**src/rtl/and3b1_deglitch_bit.sv**
```systemverilog
// Single-channel input conditioner: a free-running synchroniser chain
// followed by a consecutive-mismatch counter filter. The filtered bit only
// follows the synchronised input after FILT_LEN back-to-back enabled edges
// of disagreement, so short pulses never reach the downstream gate.
module and3b1_deglitch_bit #(
    parameter int   SYNC_STAGES = 2,
    parameter int   FILT_LEN    = 4,
    parameter logic INIT        = 1'b1,
    parameter int   CNT_W       = 2
) (
    input  logic i_clk,
    input  logic i_rstN,
    input  logic i_ce,
    input  logic i_d,
    output logic o_q,
    output logic o_upd,
    output logic o_cntZero
);

    // Terminal count: reaching it on a mismatching edge means the new value
    // has been seen for FILT_LEN consecutive enabled edges.
    localparam logic [CNT_W-1:0] CNT_MAX = CNT_W'(FILT_LEN - 1);

    logic [SYNC_STAGES-1:0] r_sync;
    logic [CNT_W-1:0]       r_cnt;
    logic                   r_q;
    logic                   w_s;
    logic                   w_mismatch;
    logic                   w_upd;

    assign w_s        = r_sync[SYNC_STAGES-1];
    assign w_mismatch = (w_s != r_q);
    assign w_upd      = i_ce & w_mismatch & (r_cnt == CNT_MAX);

    // Synchroniser chain shifts every edge, independent of the filter enable.
    always_ff @(posedge i_clk or negedge i_rstN) begin
        if (!i_rstN) begin
            r_sync <= {SYNC_STAGES{INIT}};
        end else begin
            r_sync <= {r_sync[SYNC_STAGES-2:0], i_d};
        end
    end

    // Filter counter: restart on agreement, count on disagreement, and
    // accept the synchronised value once the terminal count is reached.
    always_ff @(posedge i_clk or negedge i_rstN) begin
        if (!i_rstN) begin
            r_q   <= INIT;
            r_cnt <= '0;
        end else if (i_ce) begin
            if (!w_mismatch) begin
                r_cnt <= '0;
            end else if (r_cnt == CNT_MAX) begin
                r_q   <= w_s;
                r_cnt <= '0;
            end else begin
                r_cnt <= r_cnt + CNT_W'(1);
            end
        end
    end

    assign o_q       = r_q;
    assign o_upd     = w_upd;
    assign o_cntZero = (r_cnt == '0);

endmodule

```
**src/rtl/and3b1_input_deglitch.sv**
```systemverilog
// Three-channel synchronise-and-deglitch stage feeding an AND3B1 gate.
// Q resets to INIT (I0 high by default) so the inverted-I0 input of the gate
// holds its output low until the inputs have been qualified.
module and3b1_input_deglitch #(
    parameter int         SYNC_STAGES = 2,
    parameter int         FILT_LEN    = 4,
    parameter logic [2:0] INIT        = 3'b001
) (
    input  logic       C,
    input  logic       CLRN,
    input  logic       CE,
    input  logic [2:0] D,
    output logic [2:0] Q,
    output logic       CHG,
    output logic       STABLE
);

    // Counter only has to reach FILT_LEN-1, so it can never wrap.
    localparam int CNT_W = (FILT_LEN > 1) ? $clog2(FILT_LEN) : 1;

    logic [2:0] w_upd;
    logic [2:0] w_cntZero;
    logic       r_chg;

    for (genvar g = 0; g < 3; g++) begin : g_chan
        and3b1_deglitch_bit #(
            .SYNC_STAGES (SYNC_STAGES),
            .FILT_LEN    (FILT_LEN),
            .INIT        (INIT[g]),
            .CNT_W       (CNT_W)
        ) u_bit (
            .i_clk     (C),
            .i_rstN    (CLRN),
            .i_ce      (CE),
            .i_d       (D[g]),
            .o_q       (Q[g]),
            .o_upd     (w_upd[g]),
            .o_cntZero (w_cntZero[g])
        );
    end

    // One-cycle change pulse; simultaneous channel updates merge into one.
    always_ff @(posedge C or negedge CLRN) begin
        if (!CLRN) begin
            r_chg <= 1'b0;
        end else begin
            r_chg <= |w_upd;
        end
    end

    assign CHG    = r_chg;
    assign STABLE = &w_cntZero;

endmodule

```
**config.mk**
```make
export PLATFORM = sky130hd
export DESIGN_NAME = and3b1_input_deglitch
export DESIGN_NICKNAME = d
export VERILOG_FILES = /design/src/rtl/and3b1_deglitch_bit.sv /design/src/rtl/and3b1_input_deglitch.sv
export SDC_FILE = /design/constraint.sdc
export NUM_CORES = 1
export LEC_CHECK = 0
export CORE_MARGIN = 5
export CORE_UTILIZATION = 30
export CTS_CLUSTER_DIAMETER = 80
export DETAILED_ROUTE_END_ITERATION = 7
export DONT_BUFFER_PORTS = 1
export PLACE_DENSITY = 0.53
export SYNTH_ARGS = -nofsm -noshare
export SYNTH_HDL_FRONTEND = slang
export SYNTH_SLANG_ARGS = --single-unit
export TNS_END_PERCENT = 100
```
**constraint.sdc**
```tcl
create_clock -name C -period 1.5 [get_ports C]
set_input_delay 0.15 -clock C [delete_from_list [all_inputs] [get_ports C]]
set_output_delay 0.15 -clock C [all_outputs]
set_load 0.02 [all_outputs]
```
==> metrics.txt <==
adder-cell area share of the yosys netlist=10.8%; die height=58.1 um; Skew-Pair Late Insertion Delay=0.28 ns; WL per Instance=about 11 um; clk buf depth=2; top cell type's share of synthesized area=46.8%; Total GRT Usage=7.36%; compound-gate portion of the synthesized area=7.21%; vias in the first global route=401; gr ovfl total=0; initial DRC count=11; Area contributors post-synth=dfrtp_1, dfstp_2, ha_1, mux2_2, nand2_1; CTS clk-pin slew, worst paths=0.09 ns; post-DP HPWL=736 um; IO buf count=0; first-pass iteration count of the detailed router=4; area leader, netlist=dfrtp_1; die width=58.1 um; Die ar.=3380 um^2; combinational family with the most area after synthesis=adder cells; Final TNS setup=0 ns; post-route ant nets=0; Via density=4.39; leakage power total=0.348 nW; Slew Limit Headroom=54.8%; Data required, critical path=1.35 ns; Worst VDD drop=0.731 mV; met2 usage=about a tenth; Synth Area in Simple Gates=8.11%; NumNets Final=75; final setup fails=0; row cnt=17; Max Clock Freq=748 MHz; Ys Warns=0; crit end category=output pin; Yosys cell types=15; register area share after synthesis=58.2%; Post-Synth XOR/XNOR Area=3.78%; Worst-Margin Slew=between 0.6 and 0.7 ns; pin count of the biggest net entering global routing=17; post-synthesis mux area share=4.86%; initial antenna violation count=0; Layout area overhead=12.3%; CTS tree=done; clk sinks=16; starting density of the core=31.4%; H-Tree Level Count=1; cells after synthesis=57; most common cell after layout, fill and taps aside=dfrtp_1; commonest non-fill, non-tap cells in the layout=dfrtp_1, nand2_1, inv_1, ha_1, dlygate4sd3_1; M1 GR Usage=under 10%; Mapped Nets=a little under 70; Hold WC Path Type=input pin to flip-flop; CP Launch Type=flip-flop; layout cells sized above 1=16.1%; ant diodes=0; Final Instance Count excl. Fillers=90; Root Buffer=clkbuf_4; final hold violations=0; mapped cell area=694 um^2; I/O Pins=11; met3 GRT Util=3.79%; crit path DAT=1.19 ns; CP Class=flip-flop to output pin; first-pass GRT wire length=around 1800 um; Syn Area/Cell=12.2 um^2; RSZ-0062 raised after global routing=false; placed cell count=81; Synth Register Bits=16; Num CTS Buffers=3; Final Wtd Congestion=0.717; post-route clock skew=0.0123 ns; Power Density=approximately 1700 nW/um^2; CP Max Fanout=3; Top Usage Layer GRT=met2; core area=2210 um^2; max-cap viol count=0; DR vias=395; ratio of final minimum period to clock period=between 80% and 90%; Final min period=1.34 ns; drt total wl=1010 um; Remaining DRCs=0; outcome=finished, final reports clean; final slew viol count=0
worst max-delay path: stages (launching register included):
cell and delay, ns:
dfrtp_1 0.41, inv_1 0.08, ha_1 0.15, and3_1 0.28
sequential cells by signal, indices dropped and copies added (netlist names):
register	cells
CHG	1
g_chan.u_bit.o_q	3
g_chan.u_bit.r_cnt	6
g_chan.u_bit.r_sync	6
path summary, 6_finish.rpt:
| kind | start | end | slack (ns) | cells past startpoint |
|---|---|---|---|---|
| worst max-delay path | g_chan[2].u_bit.r_cnt[0] | STABLE | 0.16 | 3 |
| worst min-delay path | CE | g_chan[1].u_bit.r_cnt[1] | 0.01 | 2 |
| worst max register to register | g_chan[1].u_bit.o_q | g_chan[1].u_bit.r_cnt[0] | 0.19 | 3 |
| worst min register to register | g_chan[0].u_bit.r_sync[0] | g_chan[0].u_bit.r_sync[1] | 0.34 | 0 |
| max in group asynchronous | CLRN | g_chan[2].u_bit.r_sync[1] | 0.72 | 1 |
| min in group asynchronous | CLRN | g_chan[0].u_bit.r_cnt[1] | 0.34 | 1 |
routing by layer:
metal	vias to the layer above	wire, um	part of all wire, %
met4	0	13	1.3
li1	198	-	-
met3	2	86	8.5
met5	-	0	0
met2	8	469	46
met1	187	444	44
where the power goes:
part           switching [mW]  total, mW  internal (mW)  leakage (nW)
combinational           0.215      0.406          0.191         0.139
clock                   0.120      0.223          0.103        0.0150
sequential              0.153      0.726          0.573         0.195
through the flow:
stage	utilization [%]	power [mW]	hold WS [ns]	cell area [um^2]	setup WS (ns)
floorplan	-	1.10	-0.146	694	0.307
CTS	35.2	1.39	0.00250	779	0.137
global placement	31.8	1.12	-0.145	703	0.217
detailed placement	31.8	1.13	-0.145	703	0.211
global route	35.2	1.48	0.0224	779	0.0921
finish	35.2	1.36	0.0125	779	0.163
Yosys cell counts, drive strengths merged:
cell and instances:
o21ai 3, ha 6, nor2 1, mux2 3, xnor2 3, nand2 7
inv 6, dfstp 3, dfrtp 13, clkbuf 1, buf 3, o22ai 4
or4b 2, and3 1, o22a 1
cell families after synthesis:
| kind of cell | Yosys count |
|---|---|
| flip-flops | 16 |
| AND/OR/NAND/NOR | 11 |
| buffers and inverters | 10 |
| AO/OA/AOI/OAI | 8 |
| adder cells (fa/ha/maj) | 6 |
| XOR/XNOR | 3 |
| multiplexers | 3 |
area by class of cell:
| type | count | area [um^2] |
|---|---|---|
| Inverter | 6 | 22.5 |
| Fill cell | 224 | 1430 |
| Timing Repair Buffer | 5 | 50.0 |
| Multi-Input combinational cell | 31 | 241 |
| Sequential cell | 16 | 404 |
| Tap cell | 28 | 35.0 |
| Clock buffer | 4 | 26.3 |
repair_timing:
item                                   4_1_cts  5_1_grt
hold buffers                                 5        0
endpoints found under the hold margin       25        0
buffers inserted                             0        0
gates resized for setup                      0        0
No activity file was read; power rests on OpenSTA's default activity.
